[src/rtl/muldiv_unit.sv]
// Iterative 32-bit multiply/divide unit with HI/LO registers.
// Shift-add multiply and restoring divide share one 64-bit accumulator, one bit per cycle.
module muldiv_unit (
  input  logic        clk,
  input  logic        rst_n,
  input  logic        op_valid,
  input  logic [2:0]  op_code,
  input  logic [31:0] rs_val,
  input  logic [31:0] rt_val,
  input  logic        cancel,
  output logic        busy,
  output logic        done,
  output logic        div_by_zero,
  output logic [31:0] hi,
  output logic [31:0] lo
);

  typedef enum logic [1:0] {S_IDLE, S_MUL, S_DIV, S_FIX} state_t;

  localparam logic [2:0] OP_MULT  = 3'b000;
  localparam logic [2:0] OP_MULTU = 3'b001;
  localparam logic [2:0] OP_DIV   = 3'b010;
  localparam logic [2:0] OP_DIVU  = 3'b011;
  localparam logic [2:0] OP_MTHI  = 3'b100;
  localparam logic [2:0] OP_MTLO  = 3'b101;

  state_t      state_q, state_d;
  logic        busy_q, busy_d;
  logic        done_q, done_d;
  logic        dbz_q, dbz_d;
  logic        zero_q, zero_d;
  logic        is_div_q, is_div_d;
  logic        neg_p_q, neg_p_d;
  logic        neg_r_q, neg_r_d;
  logic [4:0]  cnt_q, cnt_d;
  logic [63:0] acc_q, acc_d;
  logic [31:0] opb_q, opb_d;
  logic [31:0] hi_q, hi_d;
  logic [31:0] lo_q, lo_d;

  logic        op_signed, a_neg, b_neg;
  logic [31:0] mag_a, mag_b;
  logic [32:0] mul_sum;
  logic [32:0] rem_sh;
  logic [32:0] rem_diff;
  logic [63:0] prod_fix;
  logic [31:0] quo_fix, rem_fix;

  always_comb begin
    op_signed = ~op_code[0];
    a_neg     = op_signed & rs_val[31];
    b_neg     = op_signed & rt_val[31];
    mag_a     = a_neg ? (32'd0 - rs_val) : rs_val;
    mag_b     = b_neg ? (32'd0 - rt_val) : rt_val;

    // Multiply: acc = {partial product, remaining multiplier bits}
    mul_sum   = {1'b0, acc_q[63:32]} + (acc_q[0] ? {1'b0, opb_q} : 33'd0);
    // Divide: acc = {partial remainder, remaining dividend / growing quotient}
    rem_sh    = {acc_q[63:32], acc_q[31]};
    rem_diff  = rem_sh - {1'b0, opb_q};

    prod_fix  = neg_p_q ? (64'd0 - acc_q) : acc_q;
    quo_fix   = neg_p_q ? (32'd0 - acc_q[31:0]) : acc_q[31:0];
    rem_fix   = neg_r_q ? (32'd0 - acc_q[63:32]) : acc_q[63:32];
  end

  always_comb begin
    state_d  = state_q;
    done_d   = 1'b0;
    dbz_d    = 1'b0;
    zero_d   = zero_q;
    is_div_d = is_div_q;
    neg_p_d  = neg_p_q;
    neg_r_d  = neg_r_q;
    cnt_d    = cnt_q;
    acc_d    = acc_q;
    opb_d    = opb_q;
    hi_d     = hi_q;
    lo_d     = lo_q;

    unique case (state_q)
      S_IDLE: begin
        if (op_valid && !cancel) begin
          unique case (op_code)
            OP_MULT, OP_MULTU: begin
              neg_p_d  = a_neg ^ b_neg;
              neg_r_d  = a_neg;
              is_div_d = 1'b0;
              zero_d   = 1'b0;
              cnt_d    = 5'd0;
              acc_d    = {32'd0, mag_b};
              opb_d    = mag_a;
              state_d  = S_MUL;
            end
            OP_DIV, OP_DIVU: begin
              neg_p_d  = a_neg ^ b_neg;
              neg_r_d  = a_neg;
              is_div_d = 1'b1;
              cnt_d    = 5'd0;
              acc_d    = {32'd0, mag_a};
              opb_d    = mag_b;
              zero_d   = (rt_val == 32'd0);
              state_d  = (rt_val == 32'd0) ? S_FIX : S_DIV;
            end
            OP_MTHI: hi_d = rs_val;
            OP_MTLO: lo_d = rs_val;
            default: ;
          endcase
        end
      end
      S_MUL: begin
        acc_d = {mul_sum, acc_q[31:1]};
        cnt_d = cnt_q + 5'd1;
        if (cnt_q == 5'd31) state_d = S_FIX;
      end
      S_DIV: begin
        if (!rem_diff[32]) acc_d = {rem_diff[31:0], acc_q[30:0], 1'b1};
        else               acc_d = {rem_sh[31:0], acc_q[30:0], 1'b0};
        cnt_d = cnt_q + 5'd1;
        if (cnt_q == 5'd31) state_d = S_FIX;
      end
      S_FIX: begin
        state_d = S_IDLE;
        done_d  = 1'b1;
        if (zero_q) begin
          dbz_d = 1'b1;
        end else if (is_div_q) begin
          hi_d = rem_fix;
          lo_d = quo_fix;
        end else begin
          hi_d = prod_fix[63:32];
          lo_d = prod_fix[31:0];
        end
      end
      default: state_d = S_IDLE;
    endcase

    // A flush abandons whatever is in flight, including a FIX write-back.
    if (cancel) begin
      state_d = S_IDLE;
      done_d  = 1'b0;
      dbz_d   = 1'b0;
      hi_d    = hi_q;
      lo_d    = lo_q;
    end

    busy_d = (state_d != S_IDLE);
  end

  always_ff @(posedge clk) begin
    if (!rst_n) begin
      state_q  <= S_IDLE;
      busy_q   <= 1'b0;
      done_q   <= 1'b0;
      dbz_q    <= 1'b0;
      zero_q   <= 1'b0;
      is_div_q <= 1'b0;
      neg_p_q  <= 1'b0;
      neg_r_q  <= 1'b0;
      cnt_q    <= 5'd0;
      acc_q    <= 64'd0;
      opb_q    <= 32'd0;
      hi_q     <= 32'd0;
      lo_q     <= 32'd0;
    end else begin
      state_q  <= state_d;
      busy_q   <= busy_d;
      done_q   <= done_d;
      dbz_q    <= dbz_d;
      zero_q   <= zero_d;
      is_div_q <= is_div_d;
      neg_p_q  <= neg_p_d;
      neg_r_q  <= neg_r_d;
      cnt_q    <= cnt_d;
      acc_q    <= acc_d;
      opb_q    <= opb_d;
      hi_q     <= hi_d;
      lo_q     <= lo_d;
    end
  end

  assign busy        = busy_q;
  assign done        = done_q;
  assign div_by_zero = dbz_q;
  assign hi          = hi_q;
  assign lo          = lo_q;

endmodule

[config.mk]
export PLATFORM = sky130hd
export DESIGN_NAME = muldiv_unit
export DESIGN_NICKNAME = d
export VERILOG_FILES = /design/src/rtl/muldiv_unit.sv
export SDC_FILE = /design/constraint.sdc
export NUM_CORES = 1
export LEC_CHECK = 0
export CORE_ASPECT_RATIO = 1.5
export CORE_MARGIN = 4
export CORE_UTILIZATION = 40
export CTS_BUF_LIST = sky130_fd_sc_hd__clkbuf_8 sky130_fd_sc_hd__clkbuf_16
export CTS_CLUSTER_SIZE = 20
export DETAILED_ROUTE_END_ITERATION = 16
export PLACE_DENSITY = 0.66
export SLEW_MARGIN = 15
export SYNTH_ARGS = -nofsm -noshare
export SYNTH_HDL_FRONTEND = slang
export SYNTH_SLANG_ARGS = --single-unit
[constraint.sdc]
create_clock -name clk -period 3.9 [get_ports clk]
set_input_delay 0.975 -clock clk [delete_from_list [all_inputs] [get_ports clk]]
set_output_delay 0.975 -clock clk [all_outputs]
set_load 0.02 [all_outputs]
==> results.ini <==
[synth]
async_flop_share_pct = 0
synth_edf_count = 0
synthCells = 2019
synth_compound_area_share_pct = 31.2
ys_types = 81
yosysWarnings = 0
synth_top_family_by_area = compound AO/OA/AOI/OAI gates
synth_xor_area_share_pct = 10.0
syn_avg_cell_area_um2 = 7.31
synth-simple-area-share_pct = 20.6
synth_fa_ha_area_share_pct = 6.54
synth_mux_area_share_pct = 3.09
syn_nets = 2166
synth_ff_type = dfxtp_1
syn_area_um2 = 14800
ys_seq_area_share_pct = 23.6
ys_ff_latch = 174

[sta]
slew_headroom_pct = 42.7
hold_ws_ns = 0.453
setup_viol = 0
fmax_mhz = 269
slew_viol_final = 0
min_period_ns = 3.71
fin_crit_sh_pct = 95.2
skew_ns = 0.0132
hold_viol = 0
tightest_slew_ns = 0.860
rsz0062_at_grt = no

[worst_setup_path]
critPathMaxFanout = 9
crit_path_start_kind = flip-flop
worstReg2RegEnd = acc_q[0]
rr_startpoint = acc_q[31]
r2r.worst_path.cells = 14
r2r_slack_ns = 0.19
timing_worst_setup_path_type = reg -> reg
endpoint_kind = flip-flop
required_ns = 4.22
worstPathArrival_ns = 4.04

[clock_tree]
cts_setup_buffers = 0
cts_buffer_depth = 2
root_buffer = clkbuf_16
numCtsBuffers = 17
clk_pin_slew_ns = 0.07
cts_resized = 0
cts.htree.levels = 4
clk_latency_ns = 0.46
cts-hold-fix-buffers = 0
clock_sinks = 174
cts_tree = built

[detailed_routing]
drt_iter0_drc = 1413
viasPerCell = 6.14
vias = 16464
wl_per_cell_um = 23.9
drcViolationCount = 0
drt_wl_total_mm = 64.2
dr.pass1.iters = 5
antenna_left = 0

[global_routing]
antenna_found_initial = 0
grt_pass1_wl_mm = 95.4
grt_overflow = 0
grt_max_degree = 86
grt_usage_pct = 31.3
grt_pass1_vias = 15701

[pwr]
netSwitchingPower_mw = 1.79
seq_power_share_pct = 36.6
p_leak_nw = 7.06
vdd_drop_max_uv = 281
switching_share_pct = 34.7
intPower_mw = 3.37
power_density_nw_per_um2 = 287
pwr-share-clk_pct = 35.3
pwr-share-comb_pct = 28.0

[layout]
multi_input_area_um2 = 10600
diodes = 0
seq_area_um2 = 3480
layout_commonest_cell = a21oi_1
area_growth_syn_to_layout_pct = 22.0
drive_gt1_share_pct = 10.2
fill_cells = 3674
final_net_count = 2337
fin_cells = 2681
final_cell_mix = 237 x a21oi_1, 203 x nor2_1, 202 x nand2_1

[die]
die_w_um = 165
row_count = 85
die_area_um2 = 40100
initial_core_util_pct = 40.8
core-area_um2 = 36200
io_pins = 138
die_h_um = 243

[hold_path]
whs_endpoint = opb_q[2]
hold_class = reg -> reg
hold_path_depth = 2
holdCritStartpoint = opb_q[2]

[job]
cap_violations = 0

[run_status]
outcome = complete, no violations

[place]
dp_hpwl_mm = 51.2
io_buffers = 137
dp.cells = 2649
gp_congestion = 1.00

-- metrics by stage --
step	TNS [ns]	cell area [µm²]	util (%)	setup WS [ns]	total power [mW]
after floorplan	0	14800	-	0.341	2.72
after global placement	-0.674	17400	48.1	-0.206	3.33
after detailed placement	-0.966	17400	48.1	-0.222	3.34
after CTS	0	18000	49.8	0.180	5.15
after global routing	0	18000	49.8	0.00817	5.34
final	0	18000	49.8	0.186	5.16
-- routing by layer --
metal  track usage [%]  vias to the layer above  part of all wire [%]
li1                  -                     7696                     -
met1              35.5                     7755                    36
met2              53.7                      790                    49
met3              3.94                      223                   6.0
met4              21.7                        0                   8.8
met5                 0                        -                     0
-- cells by family (layout without fill, tap and decap cells) --
| family | count (synthesis) | in the layout |
|---|---|---|
| flops | 174 | 174 |
| simple gates | 641 | 641 |
| buf+inv | 193 | 377 |
| compound gates | 721 | 721 |
| fa+ha+maj | 76 | 76 |
| mux | 45 | 45 |
| xor+xnor | 169 | 169 |
-- flip-flops by register name, summed over array words and instances, names as in the netlist --
name,cells
is_div_q,1
state_q,2
neg_r_q,1
zero_q,1
neg_p_q,1
done,1
opb_q,32
cnt_q,5
div_by_zero,1
acc_q,64
hi,32
busy,1
lo,32
-- worst max-delay path, stage by stage, from the launching register on --
cell and delay, ns:
dfxtp_1 0.32, inv_1 0.08, ha_1 0.20, fa_1 0.23, nor2b_1 0.08, o31ai_1 0.47
a2bb2oi_2 0.17, a31o_2 0.33, a41oi_1 0.36, o21ai_1 0.12, buf_4 0.17, xor2_4 0.23
buf_4 0.29, a221oi_1 0.12, a2111oi_0 0.41
-- cells in the mapped netlist, types with 6 or more instances --
library cell | instances | share of area [%]
a22o_1 | 10 | 0.59
inv_1 | 61 | 1.6
xnor2_1 | 78 | 4.6
or2_2 | 9 | 0.38
mux2i_1 | 41 | 2.8
xor2_1 | 91 | 5.4
o21bai_1 | 7 | 0.36
nand2_1 | 202 | 5.1
o221ai_1 | 8 | 0.47
clkbuf_1 | 117 | 3.0
buf_2 | 6 | 0.20
ha_1 | 74 | 6.3
o31ai_1 | 32 | 1.6
and3_1 | 13 | 0.55
and2_1 | 14 | 0.59
buf_1 | 9 | 0.23
a21boi_0 | 6 | 0.31
a31oi_1 | 13 | 0.55
o21a_1 | 9 | 0.46
or4_1 | 12 | 0.61
nand4_1 | 15 | 0.64
nor2b_1 | 17 | 0.72
a211o_1 | 10 | 0.59
o41ai_1 | 13 | 0.77
a21o_1 | 41 | 2.1
a21oi_1 | 239 | 8.1
dfxtp_1 | 174 | 24
and4_1 | 7 | 0.42
nor2_1 | 205 | 5.2
a211oi_1 | 42 | 2.1
a221oi_1 | 6 | 0.36
nor4_1 | 10 | 0.42
nand3_1 | 41 | 1.4
nor3_1 | 33 | 1.1
or3_1 | 19 | 0.81
o21ai_0 | 138 | 4.7
o211ai_1 | 56 | 2.8
nand2b_1 | 18 | 0.76
a22oi_1 | 42 | 2.1
-- how the worst max path moves through the flow --
| stage | from | endpoint | slack [ns] |
|---|---|---|---|
| 6_report | acc_q[31] | acc_q[0] | 0.19 |
| 3_3_place_gp | rt_val[17] | acc_q[30] | -0.21 |
| 5_1_grt | opb_q[11] | acc_q[0] | 0.008 |
| 4_1_cts | acc_q[31] | acc_q[38] | 0.18 |
| 2_1_floorplan | rt_val[17] | acc_q[30] | 0.34 |
| 3_5_place_dp | rt_val[17] | acc_q[30] | -0.22 |
-- power by group through the flow --
stage / sequential, mW / clock (mW) / combinational, mW
4_1_cts: 1.89 / 1.84 / 1.42
3_3_place_gp: 1.93 / 0 / 1.40
2_1_floorplan: 1.93 / 0 / 0.794
3_5_place_dp: 1.93 / 0 / 1.41
6_report: 1.89 / 1.83 / 1.45
5_1_grt: 1.90 / 1.91 / 1.54
-- cell type report --
type	count	share of cell area (%)
multi-input cells	1652	58.9
flip-flops and latches	174	19.3
repair buffers	284	13.9
well taps	478	3.32
clock buffers	18	2.44
inverters	61	1.27
clock inverters	14	0.875
(Power assumes the default switching activity.)
